## src/rtl/jk_pkg.sv

```systemverilog
// Purpose : shared types and constants for the JK excitation driver.
// Latency : n/a (types, constants and one combinational helper).
// Backpr. : n/a.
// Contents: FSM state enum, 2-bit {J,K} command codes, mismatch counter width,
//           and jk_cmd(), which maps one target/model bit pair to a command.
// Build option: define JK_TOGGLE_EN to drive every changed bit as a toggle (11)
//           instead of the default set (10) / reset (01) encoding.
package jk_pkg;

  typedef enum logic [1:0] {
    ST_IDLE  = 2'd0,
    ST_DRIVE = 2'd1,
    ST_CHECK = 2'd2,
    ST_HOLD  = 2'd3
  } jk_state_e;

  // Commands are packed as {J,K}.
  localparam logic [1:0] JK_HOLD = 2'b00;
  localparam logic [1:0] JK_RST  = 2'b01;
  localparam logic [1:0] JK_SET  = 2'b10;
  localparam logic [1:0] JK_TGL  = 2'b11;

  localparam int MISM_W = 8;

  function automatic logic [1:0] jk_cmd(input logic tgt, input logic cur);
    logic [1:0] cmd;
    if (tgt == cur) begin
      cmd = JK_HOLD;
    end
`ifdef JK_TOGGLE_EN
    else begin
      cmd = JK_TGL;
    end
`else
    else if (tgt) begin
      cmd = JK_SET;
    end else begin
      cmd = JK_RST;
    end
`endif
    return cmd;
  endfunction

endpackage

```

## src/rtl/jk_excitation_driver_fifo.sv

```systemverilog
// Purpose : DEPTH x WIDTH target FIFO (module jk_tgt_fifo) with full/empty flags.
// Latency : a pushed word is visible on head the cycle after the push.
// Backpr. : pushes while full and pops while empty are ignored.
// Ports   : clk, reset (sync, active-high); push/push_data write side;
//           pop/head read side (head is show-ahead); full, empty flags.
module jk_tgt_fifo #(
  parameter int WIDTH = 4,
  parameter int DEPTH = 4
) (
  input  logic             clk,
  input  logic             reset,
  input  logic             push,
  input  logic [WIDTH-1:0] push_data,
  input  logic             pop,
  output logic [WIDTH-1:0] head,
  output logic             full,
  output logic             empty
);

  localparam int AW = $clog2(DEPTH);

  logic [WIDTH-1:0] mem [DEPTH];
  // One extra pointer bit distinguishes full from empty when the indices match.
  logic [AW:0]      wr_ptr;
  logic [AW:0]      rd_ptr;
  logic             do_push;
  logic             do_pop;

  assign do_push = push && !full;
  assign do_pop  = pop && !empty;
  assign empty   = (wr_ptr == rd_ptr);
  assign full    = (wr_ptr[AW] != rd_ptr[AW]) && (wr_ptr[AW-1:0] == rd_ptr[AW-1:0]);
  assign head    = mem[rd_ptr[AW-1:0]];

  always_ff @(posedge clk) begin
    if (reset) begin
      wr_ptr <= '0;
      rd_ptr <= '0;
    end else begin
      if (do_push) wr_ptr <= wr_ptr + (AW+1)'(1);
      if (do_pop)  rd_ptr <= rd_ptr + (AW+1)'(1);
    end
  end

  always_ff @(posedge clk) begin
    if (do_push) mem[wr_ptr[AW-1:0]] <= push_data;
  end

endmodule

```

## src/rtl/jk_excitation_driver.sv

```systemverilog
// Purpose : queues target Q words and drives registered J/K excitation to move
//           downstream JK flip-flops from the modelled Q to each target, then
//           checks their feedback and keeps a sticky error and mismatch count.
// Latency : target into an empty FIFO while idle appears on j/k 2 cycles after
//           acceptance; one target per 3+HOLD_CYCLES cycles.
// Backpr. : tgt_ready = !full (a same-cycle pop does not open a slot).
// Ports   : clk, reset (sync, active-high); tgt_valid/tgt_data/tgt_ready target
//           input; q_fb downstream Q feedback; err_clr; j, k, exc_valid command
//           output; busy, err, mism_cnt status.
// Build option: JK_TOGGLE_EN (see jk_pkg) selects toggle encoding.
module jk_excitation_driver
  import jk_pkg::*;
#(
  parameter int WIDTH       = 4,
  parameter int DEPTH       = 4,
  parameter int HOLD_CYCLES = 0
) (
  input  logic              clk,
  input  logic              reset,
  input  logic              tgt_valid,
  input  logic [WIDTH-1:0]  tgt_data,
  output logic              tgt_ready,
  input  logic [WIDTH-1:0]  q_fb,
  input  logic              err_clr,
  output logic [WIDTH-1:0]  j,
  output logic [WIDTH-1:0]  k,
  output logic              exc_valid,
  output logic              busy,
  output logic              err,
  output logic [MISM_W-1:0] mism_cnt
);

  localparam logic [3:0] HOLD_LOAD = 4'((HOLD_CYCLES > 0) ? HOLD_CYCLES - 1 : 0);

  jk_state_e        state;
  logic [WIDTH-1:0] q_model;
  logic [WIDTH-1:0] head;
  logic [WIDTH-1:0] j_nxt;
  logic [WIDTH-1:0] k_nxt;
  logic [3:0]       hold_cnt;
  logic             full;
  logic             empty;
  logic             pop;
  logic             mism;

  assign tgt_ready = !full;
  assign pop       = (state == ST_IDLE) && !empty;
  assign busy      = (state != ST_IDLE) || !empty;
  assign mism      = (state == ST_CHECK) && (q_fb != q_model);

  jk_tgt_fifo #(
    .WIDTH (WIDTH),
    .DEPTH (DEPTH)
  ) u_fifo (
    .clk       (clk),
    .reset     (reset),
    .push      (tgt_valid),
    .push_data (tgt_data),
    .pop       (pop),
    .head      (head),
    .full      (full),
    .empty     (empty)
  );

  // Command for the head word relative to what the flops currently hold.
  always_comb begin
    j_nxt = '0;
    k_nxt = '0;
    for (int i = 0; i < WIDTH; i++) begin
      {j_nxt[i], k_nxt[i]} = jk_cmd(head[i], q_model[i]);
    end
  end

  always_ff @(posedge clk) begin
    if (reset) begin
      state     <= ST_IDLE;
      q_model   <= '0;
      j         <= '0;
      k         <= '0;
      exc_valid <= 1'b0;
      hold_cnt  <= '0;
    end else begin
      // j/k are only non-zero for the single DRIVE cycle.
      j         <= '0;
      k         <= '0;
      exc_valid <= 1'b0;
      case (state)
        ST_IDLE: begin
          if (!empty) begin
            j         <= j_nxt;
            k         <= k_nxt;
            exc_valid <= 1'b1;
            q_model   <= head;
            state     <= ST_DRIVE;
          end
        end
        ST_DRIVE: state <= ST_CHECK;
        ST_CHECK: begin
          if (HOLD_CYCLES > 0) begin
            hold_cnt <= HOLD_LOAD;
            state    <= ST_HOLD;
          end else begin
            state <= ST_IDLE;
          end
        end
        ST_HOLD: begin
          if (hold_cnt == 4'd0) state <= ST_IDLE;
          else                  hold_cnt <= hold_cnt - 4'd1;
        end
        default: state <= ST_IDLE;
      endcase
    end
  end

  // A new mismatch wins over a same-cycle clear; the count is never cleared
  // by err_clr and sticks at all-ones.
  always_ff @(posedge clk) begin
    if (reset) begin
      err      <= 1'b0;
      mism_cnt <= '0;
    end else begin
      if (mism)         err <= 1'b1;
      else if (err_clr) err <= 1'b0;
      if (mism && (mism_cnt != '1)) mism_cnt <= mism_cnt + MISM_W'(1);
    end
  end

endmodule

```

## config.mk

```make
export PLATFORM = sky130hd
export DESIGN_NAME = jk_excitation_driver
export DESIGN_NICKNAME = d
export VERILOG_FILES = /design/src/rtl/jk_pkg.sv /design/src/rtl/jk_excitation_driver_fifo.sv /design/src/rtl/jk_excitation_driver.sv
export SDC_FILE = /design/constraint.sdc
export NUM_CORES = 1
export LEC_CHECK = 0
export BUFFER_PORTS_ARGS = -buffer_cell sky130_fd_sc_hd__buf_2
export CAP_MARGIN = 20
export CORE_MARGIN = 2
export CORE_UTILIZATION = 37
export DETAILED_ROUTE_END_ITERATION = 10
export SETUP_SLACK_MARGIN = 0.2
export SYNTH_ARGS = -nofsm -noshare
export SYNTH_HDL_FRONTEND = slang
export SYNTH_SLANG_ARGS = --single-unit
```

## constraint.sdc

```tcl
create_clock -name clk -period 5.2 [get_ports clk]
set_input_delay 1.56 -clock clk [delete_from_list [all_inputs] [get_ports clk]]
set_output_delay 1.56 -clock clk [all_outputs]
set_load 0.05 [all_outputs]
```

==> impl_metrics.py <==
metrics = {
    "outcome": {
        "status": "finished clean",
    },
    "cts": {
        "clk_root_buffer_cell": "clkbuf_8",
        "cts_sinks": 52,
        "clk_pin_slew_ps": 100,
        "cts_buffer_depth": 2,
        "cts_resized": 0,
        "insertion_delay_ps": 310,
        "cts_hold_buffers": 0,
        "cts_tree": "built",
        "htree_levels": 2,
        "post_cts_buffers": 0,
        "cts_buffers": 5,
    },
    "pwr": {
        "power_switching_w": 0.000411,
        "leakage_nw": 0.958,
        "p_int_w": 0.000704,
        "pwr-share-seq_pct": 47.5,
        "p_sw_share_pct": 36.8,
        "power_density_nw_per_um2": 442,
        "peakVddDrop_mv": 0.187,
        "p_clk_share_pct": 20.8,
        "combPwrFrac_pct": 31.7,
        "finalPower_w": 0.00111,
    },
    "placed_design": {
        "routabilityCongestion": 0.724,
        "dp_hpwl_mm": 2.62,
        "port-buffer-count": 31,
        "dpl.cell_count": 283,
    },
    "final_layout": {
        "drive_gt1_share_pct": 27.2,
        "syn_to_final_growth_pct": 14.3,
        "num-nets-final": 235,
        "n_antenna_cell": 0,
        "instances_no_fill": 292,
        "finish.utilization_pct": 43.1,
    },
    "synthesis": {
        "synth_top_family_by_area": "simple AND/OR/NAND/NOR gates",
        "synth_xor_xnor_area_share_pct": 5.16,
        "synth_top_area_cell": "dfxtp_1",
        "netlist.area_leader.share_pct": 32.7,
        "syn_area_um2": 2210,
        "synth-edff-count": 16,
        "synth_flop_cell": "dfxtp_1",
        "synth-async-reset-ratio_pct": 0,
        "synth_cells": 183,
        "synthSimpleGateAreaFrac_pct": 18.1,
        "seq_area_frac_synth_pct": 54.4,
        "ys_warn_count": 0,
        "synth_fa_ha_area_share_pct": 3.97,
        "synth_common_cells": "dfxtp_1, nor2_1, edfxtp_1",
        "synth.most_common_cell": "dfxtp_1",
        "synthTopCellsByArea": "dfxtp_1, edfxtp_1, nor3b_2, mux4_2, ha_1",
        "synth-compound-area-share_pct": 7.77,
        "syn_area_per_cell_um2": 12.1,
        "synth_seq_cells": 52,
        "syn-num-nets": 202,
        "synth.distinct_cells": 40,
        "muxShareOfSynthArea_pct": 7.82,
    },
    "global_route": {
        "grt_overflow": 0,
        "grtUsageTotal_pct": 12.3,
        "grt_pass1_wl_mm": 6.10,
        "grt_pass1_vias": 1290,
        "grt_start_max_net_pins": 31,
        "antenna_found_initial": 0,
    },
    "sta": {
        "slew_violations": 0,
        "final-setup-viol-count": 0,
        "rsz0062_at_grt": "false",
        "worstMarginPinSlew_ps": 673,
        "slew_headroom_pct": 55.1,
        "finalHoldViolCount": 0,
        "hold_slack_ps": 477,
        "fin_crit_sh_pct": 59.0,
        "clock_skew_ps": 14.0,
        "max_clock_freq_mhz": 326,
        "fin_tns_setup_ps": 0,
        "period_minus_slack_ps": 3070,
    },
    "worst_setup_path": {
        "worstSetupEndpointType": "output port",
        "rr_startpoint": "u_fifo.wr_ptr[0]",
        "critPathLaunchType": "register",
        "r2r-end": "j[2]",
        "rrSetupSlack_ps": 3260,
        "reg2regPathDepth": 4,
        "required_ps": 3640,
        "worstSetupPathType": "reg2out",
        "arrival_ps": 1510,
        "path_max_fanout": 5,
    },
    "drt": {
        "via_count": 1412,
        "firstDrtPassIters": 4,
        "drt_iter0_markers": 52,
        "vias_per_cell": 4.84,
        "wirelength_mm": 3.68,
        "remaining_drc_errors": 0,
        "drtAntennaViolNets": 0,
        "wl_per_cell_um": 12.6,
    },
    "floorplan": {
        "die_w_um": 81.2,
        "die_area_um2": 6600,
        "io_pins": 32,
        "die_y_um": 81.2,
        "coreArea_um2": 5850,
        "row_count": 28,
        "initial_utilization_pct": 37.7,
    },
    "job": {
        "timing.max_cap.violations": 0,
    },
    "hold_path": {
        "holdPathEnd": "err",
        "hp-class": "reg2reg",
        "hold_start": "err",
        "min_path_cells": 2,
    },
}
## worst max-delay path: stages, from the launching register on
cell     delay (ps)
dfxtp_1         380
xnor2_1         440
nand4_1         150
buf_2           240
## metal layers
metal  GRT usage, %  up-vias  share of wire, %
li1               -      721                 -
met1           15.6      654                48
met2           19.5       31                46
met3           3.22        6               4.4
met4           5.59        0               2.1
met5              0        -                 0
## worst max-delay path by stage
stage,start,endpoint,slack [ps]
floorplan,u_fifo.wr_ptr[0],busy,2380
global route,u_fifo.wr_ptr[1],tgt_ready,2050
finish,u_fifo.wr_ptr[0],busy,2130
detailed placement,q_fb[1],mism_cnt[5],1830
CTS,u_fifo.wr_ptr[0],busy,2110
global placement,q_fb[1],mism_cnt[5],1890
## layout make-up
class,count,area (um2)
fillers,555,3330
flip-flops and latches,52,1200
multi-input cells,117,945
repair buffers,32,163
well taps,75,93.8
clock buffers,5,68.8
inverters,8,30.0
clock inverters,3,21.3
## power groups by stage
stage,logic (W),registers (W),clock network (W)
3_5_place_dp,0.000356,0.000540,0
3_3_place_gp,0.000349,0.000541,0
5_1_grt,0.000385,0.000543,0.000260
4_1_cts,0.000357,0.000531,0.000244
2_1_floorplan,0.000237,0.000589,0
6_report,0.000353,0.000530,0.000232
## flip-flops by register name, summed over array words and instances, names as in the netlist, named ones only
name and flops:
u_fifo.wr_ptr 3, u_fifo.mem 16, j 4, q_model 4, state 2, k 4
hold_cnt 4, u_fifo.rd_ptr 3, mism_cnt 8, err 1, exc_valid 1
## cells by family (layout without fill, tap and decap cells)
logic type               after synthesis  in the layout
multiplexers                          12             12
AND/OR/NAND/NOR                       63             63
XOR/XNOR                              13             13
adder cells (fa/ha/maj)                7              7
flip-flops                            52             52
AO/OA/AOI/OAI                         22             22
buffers and inverters                 14             48
## metrics by stage
stage | instance area, um2 | setup WS, ps
finish | 2520 | 2130
global route | 2520 | 2050
CTS | 2510 | 2110
detailed placement | 2420 | 1830
global placement | 2420 | 1890
floorplan | 2210 | 2380
## placed cells by master, fill, tap and decap left out, drive strengths merged, types with 7 or more instances in the layout
cell type,instances
inv,9
a21oi,8
nor2,21
nor3b,8
xnor2,7
buf,31
ha,7
edfxtp,16
dfxtp,36
Power figures use the tool's default switching activity.
